### config.mk
export PLATFORM = sky130hd
export DESIGN_NAME = alu_word_seq_flat
export DESIGN_NICKNAME = d
export VERILOG_FILES = /design/src/rtl/alu_word_seq_if.sv /design/src/rtl/alu_word_seq.sv /design/src/flat_wrapper.sv
export SDC_FILE = /design/constraint.sdc
export NUM_CORES = 1
export LEC_CHECK = 0
export ABC_AREA = 0
export CORE_MARGIN = 2
export CORE_UTILIZATION = 30
export DETAILED_ROUTE_END_ITERATION = 12
export GPL_ROUTABILITY_DRIVEN = 1
export HOLD_SLACK_MARGIN = 0.03
export PLACE_DENSITY = 0.52
export SETUP_SLACK_MARGIN = 0.15
export SYNTH_ARGS = -nofsm -noshare
export SYNTH_HDL_FRONTEND = slang
export SYNTH_SLANG_ARGS = --single-unit
export TNS_END_PERCENT = 5
### constraint.sdc
create_clock -name clk -period 2.25 [get_ports clk]
set_clock_uncertainty 0.2 [all_clocks]
set_input_delay 0.45 -clock clk [delete_from_list [all_inputs] [get_ports clk]]
set_output_delay 0.45 -clock clk [all_outputs]
set_load 0.02 [all_outputs]
### src/rtl/alu_word_seq_if.sv
// Request, response and ALU-side signal bundle for the multi-byte ALU sequencer.
// The sequencer uses the slave view; the surrounding logic and the ALU use the master view.
interface alu_word_seq_if #(
    parameter int NBYTES = 4
) ();
    logic                  req_valid;
    logic                  req_ready;
    logic [8*NBYTES-1:0]   req_a;
    logic [8*NBYTES-1:0]   req_b;
    logic [3:0]            req_op;
    logic                  req_cin;
    logic                  req_msb_first;

    logic [7:0]            alu_a;
    logic [7:0]            alu_b;
    logic [3:0]            alu_op;
    logic                  alu_cin;
    logic [7:0]            alu_q;
    logic                  alu_cout;

    logic                  rsp_valid;
    logic                  rsp_ready;
    logic [8*NBYTES-1:0]   rsp_q;
    logic                  rsp_cout;

    modport slave (
        input  req_valid, req_a, req_b, req_op, req_cin, req_msb_first,
        output req_ready,
        output alu_a, alu_b, alu_op, alu_cin,
        input  alu_q, alu_cout,
        output rsp_valid, rsp_q, rsp_cout,
        input  rsp_ready
    );

    modport master (
        output req_valid, req_a, req_b, req_op, req_cin, req_msb_first,
        input  req_ready,
        input  alu_a, alu_b, alu_op, alu_cin,
        output alu_q, alu_cout,
        input  rsp_valid, rsp_q, rsp_cout,
        output rsp_ready
    );
endinterface

### src/rtl/alu_word_seq.sv
// Runs NBYTES-wide operations on an external 8-bit combinational ALU, one byte
// slice per cycle, chaining the carry from each slice into the next.
module alu_word_seq #(
    parameter int NBYTES = 4
) (
    input  logic          clk,
    input  logic          rst_n,
    alu_word_seq_if.slave bus,
    output logic          busy
);
    localparam int IW = (NBYTES > 1) ? $clog2(NBYTES) : 1;
    localparam logic [IW-1:0] LAST_IDX = IW'(NBYTES - 1);

    typedef enum logic [1:0] {
        ST_IDLE = 2'd0,
        ST_RUN  = 2'd1,
        ST_DONE = 2'd2
    } state_t;

    state_t                 state_r;
    state_t                 state_s;
    logic [IW-1:0]          idx_r;
    logic [IW-1:0]          pos_s;
    logic [NBYTES-1:0][7:0] a_r;
    logic [NBYTES-1:0][7:0] b_r;
    logic [NBYTES-1:0][7:0] q_r;
    logic [3:0]             op_r;
    logic                   cin_r;
    logic                   msb_r;
    logic                   carry_r;

    // Next-state decode
    always_comb begin
        state_s = state_r;
        case (state_r)
            ST_IDLE: begin
                if (bus.req_valid) state_s = ST_RUN;
                else               state_s = ST_IDLE;
            end
            ST_RUN: begin
                if (idx_r == LAST_IDX) state_s = ST_DONE;
                else                   state_s = ST_RUN;
            end
            ST_DONE: begin
                if (bus.rsp_ready) state_s = ST_IDLE;
                else               state_s = ST_DONE;
            end
            default: state_s = ST_IDLE;
        endcase
    end

    // Slice addressing and ALU drive, derived from registered state only
    always_comb begin
        pos_s       = msb_r ? (LAST_IDX - idx_r) : idx_r;
        bus.alu_a   = 8'h00;
        bus.alu_b   = 8'h00;
        bus.alu_op  = 4'h0;
        bus.alu_cin = 1'b0;
        if (state_r == ST_RUN) begin
            bus.alu_a = a_r[pos_s];
            bus.alu_b = b_r[pos_s];
            if (idx_r == {IW{1'b0}}) begin
                bus.alu_op  = op_r;
                bus.alu_cin = cin_r;
            end else begin
                // Later add/sub slices switch to the with-carry variant of the op
                bus.alu_op  = (op_r[3:2] == 2'b00) ? {op_r[3:1], 1'b1} : op_r;
                bus.alu_cin = carry_r;
            end
        end else begin
            bus.alu_a   = 8'h00;
            bus.alu_b   = 8'h00;
            bus.alu_op  = 4'h0;
            bus.alu_cin = 1'b0;
        end
    end

    assign bus.req_ready = (state_r == ST_IDLE);
    assign bus.rsp_valid = (state_r == ST_DONE);
    assign busy          = (state_r == ST_RUN) || (state_r == ST_DONE);
    assign bus.rsp_q     = q_r;
    assign bus.rsp_cout  = carry_r;

    // State register
    always_ff @(posedge clk or negedge rst_n) begin
        if (!rst_n) state_r <= ST_IDLE;
        else        state_r <= state_s;
    end

    // Operand capture, slice index, carry chain and result assembly
    always_ff @(posedge clk or negedge rst_n) begin
        if (!rst_n) begin
            a_r     <= {(8*NBYTES){1'b0}};
            b_r     <= {(8*NBYTES){1'b0}};
            q_r     <= {(8*NBYTES){1'b0}};
            op_r    <= 4'h0;
            cin_r   <= 1'b0;
            msb_r   <= 1'b0;
            carry_r <= 1'b0;
            idx_r   <= {IW{1'b0}};
        end else begin
            case (state_r)
                ST_IDLE: begin
                    if (bus.req_valid) begin
                        a_r   <= bus.req_a;
                        b_r   <= bus.req_b;
                        op_r  <= bus.req_op;
                        cin_r <= bus.req_cin;
                        msb_r <= bus.req_msb_first;
                        idx_r <= {IW{1'b0}};
                    end else begin
                        idx_r <= idx_r;
                    end
                end
                ST_RUN: begin
                    q_r[pos_s] <= bus.alu_q;
                    carry_r    <= bus.alu_cout;
                    if (idx_r != LAST_IDX) idx_r <= idx_r + IW'(1);
                    else                   idx_r <= idx_r;
                end
                default: begin
                    idx_r <= idx_r;
                end
            endcase
        end
    end
endmodule

### src/flat_wrapper.sv
// flat-port wrapper written by rule: the top's interface ports become plain ports
module alu_word_seq_flat 
#(
    parameter int NBYTES = 4
)
  (clk, rst_n, busy, bus_req_valid, bus_req_a, bus_req_b, bus_req_op, bus_req_cin, bus_req_msb_first, bus_req_ready, bus_alu_a, bus_alu_b, bus_alu_op, bus_alu_cin, bus_alu_q, bus_alu_cout, bus_rsp_valid, bus_rsp_q, bus_rsp_cout, bus_rsp_ready);
  alu_word_seq_if #(.NBYTES(NBYTES)) bus_i ();
  input  logic clk;
  input  logic rst_n;
  output logic busy;
  input wire logic [$bits(bus_i.req_valid)-1:0] bus_req_valid;
  input wire logic [$bits(bus_i.req_a)-1:0] bus_req_a;
  input wire logic [$bits(bus_i.req_b)-1:0] bus_req_b;
  input wire logic [$bits(bus_i.req_op)-1:0] bus_req_op;
  input wire logic [$bits(bus_i.req_cin)-1:0] bus_req_cin;
  input wire logic [$bits(bus_i.req_msb_first)-1:0] bus_req_msb_first;
  output wire logic [$bits(bus_i.req_ready)-1:0] bus_req_ready;
  output wire logic [$bits(bus_i.alu_a)-1:0] bus_alu_a;
  output wire logic [$bits(bus_i.alu_b)-1:0] bus_alu_b;
  output wire logic [$bits(bus_i.alu_op)-1:0] bus_alu_op;
  output wire logic [$bits(bus_i.alu_cin)-1:0] bus_alu_cin;
  input wire logic [$bits(bus_i.alu_q)-1:0] bus_alu_q;
  input wire logic [$bits(bus_i.alu_cout)-1:0] bus_alu_cout;
  output wire logic [$bits(bus_i.rsp_valid)-1:0] bus_rsp_valid;
  output wire logic [$bits(bus_i.rsp_q)-1:0] bus_rsp_q;
  output wire logic [$bits(bus_i.rsp_cout)-1:0] bus_rsp_cout;
  input wire logic [$bits(bus_i.rsp_ready)-1:0] bus_rsp_ready;
  assign bus_i.req_valid = bus_req_valid;
  assign bus_i.req_a = bus_req_a;
  assign bus_i.req_b = bus_req_b;
  assign bus_i.req_op = bus_req_op;
  assign bus_i.req_cin = bus_req_cin;
  assign bus_i.req_msb_first = bus_req_msb_first;
  assign bus_req_ready = bus_i.req_ready;
  assign bus_alu_a = bus_i.alu_a;
  assign bus_alu_b = bus_i.alu_b;
  assign bus_alu_op = bus_i.alu_op;
  assign bus_alu_cin = bus_i.alu_cin;
  assign bus_i.alu_q = bus_alu_q;
  assign bus_i.alu_cout = bus_alu_cout;
  assign bus_rsp_valid = bus_i.rsp_valid;
  assign bus_rsp_q = bus_i.rsp_q;
  assign bus_rsp_cout = bus_i.rsp_cout;
  assign bus_i.rsp_ready = bus_rsp_ready;
  alu_word_seq #(.NBYTES(NBYTES)) u_core (.clk(clk), .rst_n(rst_n), .bus(bus_i), .busy(busy));
endmodule
# Word level (Yosys, flattened, before mapping)
# Cells that the tools add are included.
[totals] register_bits=107 latchBits=0 ramBits=0 mem_bits_ro=0 output_inout_bits=57 wordCells=58 mem_count=0
[classes] add_sub_neg=2 n_mul=0 n_div=0 order_cmp=2 n_eq_ne=6 shifts=0 n_mux=22 n_bitwise=0 n_reduce_logical=8
[op_table] operator="8-bit 2-to-1 mux" n=5
[op_table] operator="8-bit binary-select mux with 2-bit select" n=2
[op_table] operator="32-bit bitwise mux" n=1
[op_table] operator="8-bit demux with 2-bit select" n=1
[op_table] operator="2-bit 2-to-1 mux" n=5
[op_table] operator="2-bit logical NOT" n=3
[op_table] operator="2-bit != test, second input constant" n=3
[op_table] operator="2-bit case mux with 3 select lines" n=1
[op_table] operator="1-bit 2-to-1 mux" n=5
[op_table] operator="2-bit equality test, second input constant" n=2
[op_table] operator="4-bit 2-to-1 mux" n=1
[op_table] operator="2-bit case mux with 2 select lines" n=1
[op_table] operator="2-bit by 3-bit less-than comparator with 1-bit output, second input constant" n=1
[op_table] operator="3-bit AND reduction" n=1
[op_table] operator="2-bit by 1-bit adder with 2-bit output, second input constant" n=1
[op_table] operator="2-bit by 1-bit equality test with 1-bit output, second input constant" n=1
[op_table] operator="2-bit by 1-bit greater-or-equal comparator with 1-bit output, second input constant" n=1
[op_table] operator="2-bit AND reduction" n=1
[op_table] operator="2-bit nonzero test" n=1
[op_table] operator="2-bit subtractor, first input constant" n=1
[op_table] operator="1-bit logical AND" n=1
[op_table] operator="1-bit logical OR" n=1

# Longest topological paths before layout
# Gate-level depths: netlist of the first run.
[depth] word_depth=7 ltp_mapped=8 mapped_depth_nobuf=5

# Worst setup path after synthesis of the first run
# Ideal clock, no wire load.
[synth_timing] kind="flip-flop to output port" from="register u_core.idx_r[0]" to="output bus_alu_cin" arrival_ns=1.632 path_slack_ns=-0.032 path_stages_with_launch=8 cell_sequence="dfrtp_1 -> buf_4 -> buf_4 -> buf_2 -> inv_1 -> ha_1 -> mux2i_1 -> nor2b_1"
[synth_between] elab_chain_len=3
[synth_rtl] element="start: declaration" line="alu_word_seq.sv:22" text="logic [IW-1:0] idx_r;"
[synth_rtl] element="start signal: assignment" line="alu_word_seq.sv:100" text="idx_r <= {IW{1'b0}};"
[synth_rtl] element="start signal: assignment" line="alu_word_seq.sv:110" text="idx_r <= {IW{1'b0}};"
[synth_rtl] element="start signal: assignment" line="alu_word_seq.sv:112" text="idx_r <= idx_r;"
[synth_rtl] element="2-bit logical NOT" line="alu_word_seq.sv:62" text="if (idx_r == {IW{1'b0}}) begin"
[synth_rtl] element="1-bit 2-to-1 mux" line="alu_word_seq.sv:62"
[synth_rtl] element="1-bit 2-to-1 mux" line="alu_word_seq.sv:59" text="if (state_r == ST_RUN) begin"
[synth_rtl] element="end: declaration" line="flat_wrapper.sv:21" text="output wire logic [$bits(bus_i.alu_cin)-1:0] bus_alu_cin;"
# No other way between the ends.

# Worst setup path after layout of the first run
[layout_timing] from="register u_core.idx_r[0]" to="output bus_alu_a[4]"
[layout_between] elab_chain_len=5
[layout_rtl] element="2-bit subtractor" line="alu_word_seq.sv:54" text="pos_s = msb_r ? (LAST_IDX - idx_r) : idx_r;"
[layout_rtl] element="2-bit 2-to-1 mux *" line="alu_word_seq.sv:54"
[layout_rtl] element="8-bit binary-select mux with 2-bit select *" line="alu_word_seq.sv:60" text="bus.alu_a = a_r[pos_s];"
[layout_rtl] element="8-bit 2-to-1 mux (not written as such) *" line="alu_word_seq.sv:60"
[layout_rtl] element="8-bit 2-to-1 mux *" line="alu_word_seq.sv:59"
[layout_rtl] element="end: declaration" line="flat_wrapper.sv:18" text="output wire logic [$bits(bus_i.alu_a)-1:0] bus_alu_a;"
# Every way passes the cells marked *; elsewhere a longest branch is shown, timed or not. The select of a mux whose other input is x is not followed.

==> impl_results.md, run 1 <==
* Largest net degree at the start of global routing at 36
* Final setup margin at -175.5 ps
* Share of total power in combinational logic at 0.579
* Nets@finish at 618
* Hold WC Path Type: flip-flop to flip-flop
* ANT cells at 0
* Die area at 17980 um^2
* Clock root cell: clkbuf_16
* Total gr overflow at 0
* Peak VDD IR at 0.0007087 V
* Initial antenna violation count at 1
* First-iteration detailed-routing DRC count at 117
* Crit path time final at 2426 ps
* Slew @ Worst Pin at 471.5 ps
* Failing checks: setup timing
* Met3 WL post-DR at 1137 um
* Startpoint Class: flip-flop
* CP Depth at 6
* Largest stage delay, worst path at 470 ps
* Max Fclk at 412.3 MHz
* Post-placement cell area at 6927 um^2
* Layout cell share with drive strength beyond 1 at 0.3891
* Core Region at 16580 um^2
* Crit Path Category: flip-flop to output port
* Net load switching power at 4551 uW
* Final Cycle Share at 1.078
* Avg Cell Area, Syn at 13.98 um^2
* Initial Util at 0.3061
* Main synth FF type: dfrtp_1
* Cts bufs inserted at 9
* RSZ-0062 raised after global routing: yes
* CP max FO at 5
* Routability cong. at 0.7163
* Switching part of the total at 0.3738
* Syn_nets at 453
* Power Internal at 7623 uW
* Clock latency on the worst-skew pair at 340 ps
* Normalized max-slew margin at 0.6856
* CTS tree: done
* Met1 WL at 5714 um
* Slew Limit Fails at 0
* CTS sink count at 107
* Worst r2r src: u_core.state_r[0]
* Sequential Power Share at 0.291
* Worst setup path endpoint: bus_alu_a[4]
* Critical Path Start: u_core.idx_r[0]
* Hold path start: u_core.bus.rsp_q[30]
* Total GRT Usage at 0.1512
* Worst flop-to-flop path endpoint: u_core.a_r[9]
* Cells on worst reg2reg path at 7
* Final setup fails at 16
* First-pass GRT wire length at 20920 um
* Residual DRC at 0
* CP endpoint kind: output port
* H-tree depth at 3
* Worst EP required at 1600 ps
* Routed WL per cell at 17.32 um
* Post-Syn Instances at 363
* Final instance area at 7353 um^2
* Clock Power Share at 0.131
* Clk buf depth at 2
* DR WL met2 at 6013 um
* EDFF count, synth at 0
* Antenna viol nets, final at 0
* Arr. time, crit path at 1780 ps
* Reg2Reg Setup Slack at 250 ps
* Detail Placement HPWL at 9446 um
* Synth Register Bits at 107
* Drt via density at 4.723
* Area Growth Syn to Fin at 44.86%
* Ys Warns at 0
* Final wirelength at 13030 um
* Crit path cell chain: xnor2_4 -> buf_4 -> buf_16 -> mux2i_1 -> o2bb2ai_2 -> buf_2
* Number of port buffers at 139
* Max-cap violations at 0
* Util after Layout at 0.4434
* CP max stage cell: dfrtp_2
* Top layer in use: met5
* Pleak at 0.003126 uW
* Clk slew on worst S/H paths at 70 ps
* Die H at 134.1 um
* # rows at 47
* Netlist cell types at 32
* Worst Path Buf+Inv at 3
* Die X at 134.1 um
* Ports at 140
* Routed vias at 3552
* Pwr dens at 1656 nW/um^2
* Area of the mapped netlist at 5076 um^2
* Place WS at -343.0 ps
* Status: finished with violations
* Sequential-to-total area share from yosys stat at 0.5275
* Final Hold Viols at 0
* Crit-path leading delay family: flip-flops
* Vias in the first global route at 3816
* Hold Slack at 295.2 ps
* Async SR Flop Fraction at 1.000
* DRT Pass-1 Iters at 4
[power by group through the flow]
stage                     logic (uW)  registers (uW)  clock network, uW
after floorplan                 3800            3780                  0
after detailed placement        6810            3530                  0
after global routing            7570            3670               1740
after global placement          6730            3480                  0
after CTS                       6940            3520               1660
final                           7050            3540               1590
[per-layer routing]
| metal | GRT usage | vias up |
|---|---|---|
| met3 | 0.06085 | 13 |
| met4 | 0.04211 | 2 |
| met2 | 0.2427 | 107 |
| met5 | 0 | - |
| met1 | 0.1894 | 1771 |
| li1 | - | 1659 |
[how the worst min path moves through the flow]
stage | to | slack, ps | cells after the start
final | u_core.bus.rsp_q[30] | 300 | 1
after global routing | u_core.b_r[11] | 320 | 1
after CTS | u_core.bus.rsp_q[30] | 300 | 1
after detailed placement | u_core.a_r[0] | 230 | 1
after global placement | u_core.a_r[0] | 240 | 1
after floorplan | u_core.a_r[0] | -50 | 0
[Yosys cell counts, drive strengths merged (2+ instances only)]
cell type	count	area [um^2]
nor3b	3	27.52
nor2b	2	12.51
mux2i	49	490.5
inv	4	15.01
o21ai	6	52.56
a22o	2	17.52
a21oi	2	10.01
buf	14	85.08
nand2	4	15.01
nand2b	5	31.28
and2	3	18.77
nor3	2	10.01
clkbuf	9	33.78
dfrtp	107	2678
mux2	103	1160
and3b	3	26.28
o2bb2ai	16	140.1
o22ai	16	100.1
ha	7	87.58
[worst register-to-register path, delay by kind of cell (launching register included)]
kind | cells | cell delay (ps)
multiplexers | 1 | 380
flip-flops | 1 | 400
AND/OR/NAND/NOR | 1 | 90
buffers and inverters | 4 | 610
adder cells (fa/ha/maj) | 1 | 200
[per-stage QoR]
step                      power, uW  cells  TNS [ps]
after global placement        10210    729     -4881
after detailed placement      10340    729     -5267
after floorplan                7574    363         0
after global routing          12980    752     -3827
after CTS                     12130    752     -2499
final                         12170    752     -2412
[final cells by class]
class	instances	area, um^2
Clock buffer	13	260.3
Multi-Input combinational cell	229	2370
Fill cell	1554	9230
Timing Repair Buffer	177	1718
Inverter	4	15.01
Sequential cell	107	2680
Clock inverter	2	35.03
Tap cell	220	275.3
[cell families (layout without fill, tap and decap cells)]
logic type | Yosys count | in the layout | synth area share
AOI/OAI and AO/OA | 44 | 44 | 0.06606
xor gates and xnor gates | 1 | 1 | 0.005423
adders and majority gates | 7 | 7 | 0.01725
buffers and inverters | 27 | 196 | 0.02637
DFF | 107 | 107 | 0.5275
muxes | 152 | 152 | 0.3251
and+or+nand+nor | 25 | 25 | 0.03229
[what timing repair did]
| item | 4_1_cts | 5_1_grt |
|---|---|---|
| hold buffers | 1 | 0 |
| gates cloned | 1 | 0 |
| hold endpoints to repair | 29 | 0 |
| endpoints found under the setup margin | 24 | 23 |
| pin swaps | 5 | 6 |
| buffers inserted | 6 | 0 |
| gates resized for setup | 115 | 28 |
[placed cells by master, fill, tap and decap left out, types with 3 or more instances in the layout]
cell type and instances:
dfrtp_1 105, o22ai_1 15, mux2i_1 46, nand2_1 3, buf_2 12, o2bb2ai_1 11, buf_12 5, o2bb2ai_2 5
clkbuf_16 9, clkdlybuf4s50_1 114, and2_4 3, buf_4 32, ha_1 5, and3b_1 3, nand2b_1 5, mux2_2 102
inv_2 3, o21ai_2 3, buf_6 11
[flip-flops by register name (all words and copies together), names as in the netlist]
| register | count |
|---|---|
| u_core.op_r | 4 |
| u_core.msb_r | 1 |
| u_core.cin_r | 1 |
| u_core.a_r | 32 |
| u_core.b_r | 32 |
| u_core.idx_r | 2 |
| u_core.state_r | 2 |
| u_core.bus.rsp_cout | 1 |
| u_core.bus.rsp_q | 32 |
Note: power is estimated with default switching activity, not from simulation.
==> inputs of run 2 (changes only) <==
--- a/config.mk
+++ b/config.mk
@@ -11,7 +11,6 @@
 export DETAILED_ROUTE_END_ITERATION = 12
 export GPL_ROUTABILITY_DRIVEN = 1
 export HOLD_SLACK_MARGIN = 0.03
-export PLACE_DENSITY = 0.52
 export SETUP_SLACK_MARGIN = 0.15
 export SYNTH_ARGS = -nofsm -noshare
 export SYNTH_HDL_FRONTEND = slang
==> constraint.sdc (replaced) <==
create_clock -name clk -period 2.6 [get_ports clk]
set_clock_uncertainty 0.2 [all_clocks]
set_input_delay 0.52 -clock clk [delete_from_list [all_inputs] [get_ports clk]]
set_output_delay 0.52 -clock clk [all_outputs]
set_load 0.02 [all_outputs]
==> run 2 against run 1 <==
  * The flow now finishes without violations
  * Combinational power decreased by 20%
  * Worst setup slack gained 240 ps
  * Via count down 1.4%
  * Global-route usage fell by 0.16 points
  * Wire length down 0.32%
  * Total power down 16%
  * Highest routed layer is now met4
  * Critical path depth fell by 1
  * Utilization down 0.75 points
==> impl_results.md, run 2 (synthesis gave the netlist of run 1 again) <==
* Status: completed
* Commonest cells after routing, fill and taps aside: clkdlybuf4s50_1, dfrtp_1, mux2_2
* ANT cells at 0 (unchanged)
* Clock latency on the worst-skew pair at 350 ps (about the same)
* Clk buf depth at 2 (unchanged)
* Slew Limit Fails at 0 (unchanged)
* Fill cell count at 1579 (+1.6%)
* Core Region at 16580 um^2 (unchanged)
* Pleak at 0.003063 uW (-2.0%)
* Clk slew on worst S/H paths at 70 ps (about the same)
* Normalized max-slew margin at 0.6180 (-0.06769)
* Crit Path Category: flip-flop to output port
* Arr. time, crit path at 1810 ps (+30 ps)
* Slew @ Worst Pin at 573.0 ps (+101.5 ps)
* Die area at 17980 um^2 (unchanged)
* Final Hold Viols at 0 (unchanged)
* Ports at 140 (unchanged)
* Largest net degree at the start of global routing at 41 (+14%)
* Residual DRC at 0 (unchanged)
* Routed vias at 3501 (-1.4%)
* Critical Path Start: u_core.idx_r[0]
* Initial Util at 0.3061 (unchanged)
* First-iteration detailed-routing DRC count at 99 (-15%)
* Nets@finish at 604 (-2.3%)
* Max Fclk at 395.1 MHz
* Reg2Reg Setup Slack at 520 ps (+270 ps)
* Largest stage delay, worst path at 490 ps (+20 ps)
* Worst EP required at 1880 ps (+280 ps)
* Pwr dens at 1417 nW/um^2 (-14%)
* Finished Layout Cells at 739 (-1.7%)
* Max-cap violations at 0 (unchanged)
* Net load switching power at 3858 uW (-15%)
* Vias in the first global route at 3944 (+3.4%)
* Clock Power Share at 0.146 (+0.015)
* Sequential Power Share at 0.301 (+0.010)
* Total gr overflow at 0 (unchanged)
* Peak VDD IR at 0.0006875 V (-3.0%)
* Die H at 134.1 um (unchanged)
* Routed WL per cell at 17.57 um (+1.4%)
* Final Cycle Share at 0.9734
* Switching part of the total at 0.3765 (+0.002681)
* H-tree depth at 3 (unchanged)
* Util after Layout at 0.4359 (-0.007545)
* CP endpoint kind: output port
* Cells on worst reg2reg path at 4 (-3)
* Hold endpoint: u_core.bus.rsp_q[30]
* Drt via density at 4.737 (+0.30%)
* Routability cong. at 0.7295 (+1.8%)
* Layout cell share with drive strength beyond 1 at 0.3468 (-0.04228)
* Detail Placement HPWL at 9344 um (-1.1%)
* DRT Pass-1 Iters at 4 (unchanged)
* Antenna viol nets, final at 0 (unchanged)
* Worst flop-to-flop path endpoint: u_core.bus.rsp_q[3]
* Power Internal at 6388 uW (-16%)
* Startpoint Class: flip-flop
* Clock root cell: clkbuf_16
* Number of port buffers at 139 (unchanged)
* Crit path cell chain: xnor2_4 -> buf_12 -> mux2i_1 -> o2bb2ai_1 -> clkdlybuf4s15_2
* Hold WC Path Type: flip-flop to flip-flop
* CP max stage cell: dfrtp_2
* Share of total power in combinational logic at 0.553 (-0.026)
* Hold path depth at 1 (unchanged)
* Commonest non-fill, non-tap cell in the layout: clkdlybuf4s50_1
* Area Growth Syn to Fin at 42.40%
* Hold path start: u_core.bus.rsp_q[30]
* Cts bufs inserted at 9 (unchanged)
* CTS sink count at 107 (unchanged)
* First-pass GRT wire length at 20720 um (-0.96%)
* Total GRT Usage at 0.1496 (-0.001615)
* # rows at 47 (unchanged)
* Dpl cells at 718 (-1.5%)
* Initial antenna violation count at 0 (-1)
* Die X at 134.1 um (unchanged)
* Final setup fails at 0 (-16)
* Worst r2r src: u_core.idx_r[0]
* CTS tree: done
* Final wirelength at 12980 um (-0.32%)
* RSZ-0062 raised after global routing: yes
* CP max FO at 9 (+4)
* Crit path time final at 2531 ps
-- run 2: worst max-delay path by stage --
stage / to / cells past startpoint
6_report: bus_alu_b[3] / 5
5_1_grt: bus_alu_b[6] / 5
4_1_cts: bus_alu_a[5] / 5
3_5_place_dp: bus_alu_b[6] / 5
3_3_place_gp: bus_alu_b[6] / 5
2_1_floorplan: bus_alu_cin / 7
-- run 2: power groups by stage --
stage / Combinational (uW) / Clock [uW] / Sequential (uW)
after floorplan: 3260 / 0 / 3270
after global placement: 5660 / 0 / 3030
after detailed placement: 5740 / 0 / 3090
after CTS: 5690 / 1540 / 3070
after global routing: 6090 / 1620 / 3210
final: 5670 / 1490 / 3080
-- run 2: what timing repair did --
action                                  4_1_cts  5_1_grt
endpoints found under the setup margin       23       23
endpoints found under the hold margin        36        0
setup buffers                                 0        4
gates resized for setup                      57       50
hold buffers                                  1        0
pin swaps                                     1       10
-- run 2: area by class of cell --
type                       instances  area [um^2]  area share
sequential                       107         2681      0.3710
clock inverter                     6        88.84     0.01229
timing repair buffer             163         1617      0.2236
inverter                           4        15.01    0.002077
tap                              220        275.3     0.03808
clock buffer                      10        239.0     0.03306
multi-input combinational        229         2312      0.3199
-- run 2: worst max-delay path, delay by kind of cell (launching register included) --
family | cells | cell delay (ps)
multiplexers | 1 | 80
XOR/XNOR | 1 | 240
AO/OA/AOI/OAI | 1 | 180
flip-flops | 1 | 490
buffers and inverters | 2 | 470
-- run 2: metal layers --
metal  global-route usage  wire [um]  vias up
li1                     -          -     1630
met1               0.1749       5347     1762
met2               0.2524       6380       97
met3              0.06160       1132       12
met4              0.04444        123        0
met5                    0          0        -
-- run 2: per-stage QoR --
step | hold WS, ps | power [uW] | setup slack [ps] | setup TNS, ps | instance area [um^2]
global route | 313.7 | 10920 | -9.623 | -18.24 | 7228
finish | 304.6 | 10250 | 69.16 | 0 | 7228
global placement | 279.3 | 8685 | 17.43 | 0 | 6823
floorplan | 24.41 | 6529 | 247.7 | 0 | 5076
CTS | 308.0 | 10310 | 12.15 | 0 | 7207
detailed placement | 293.1 | 8826 | 11.56 | 0 | 6823
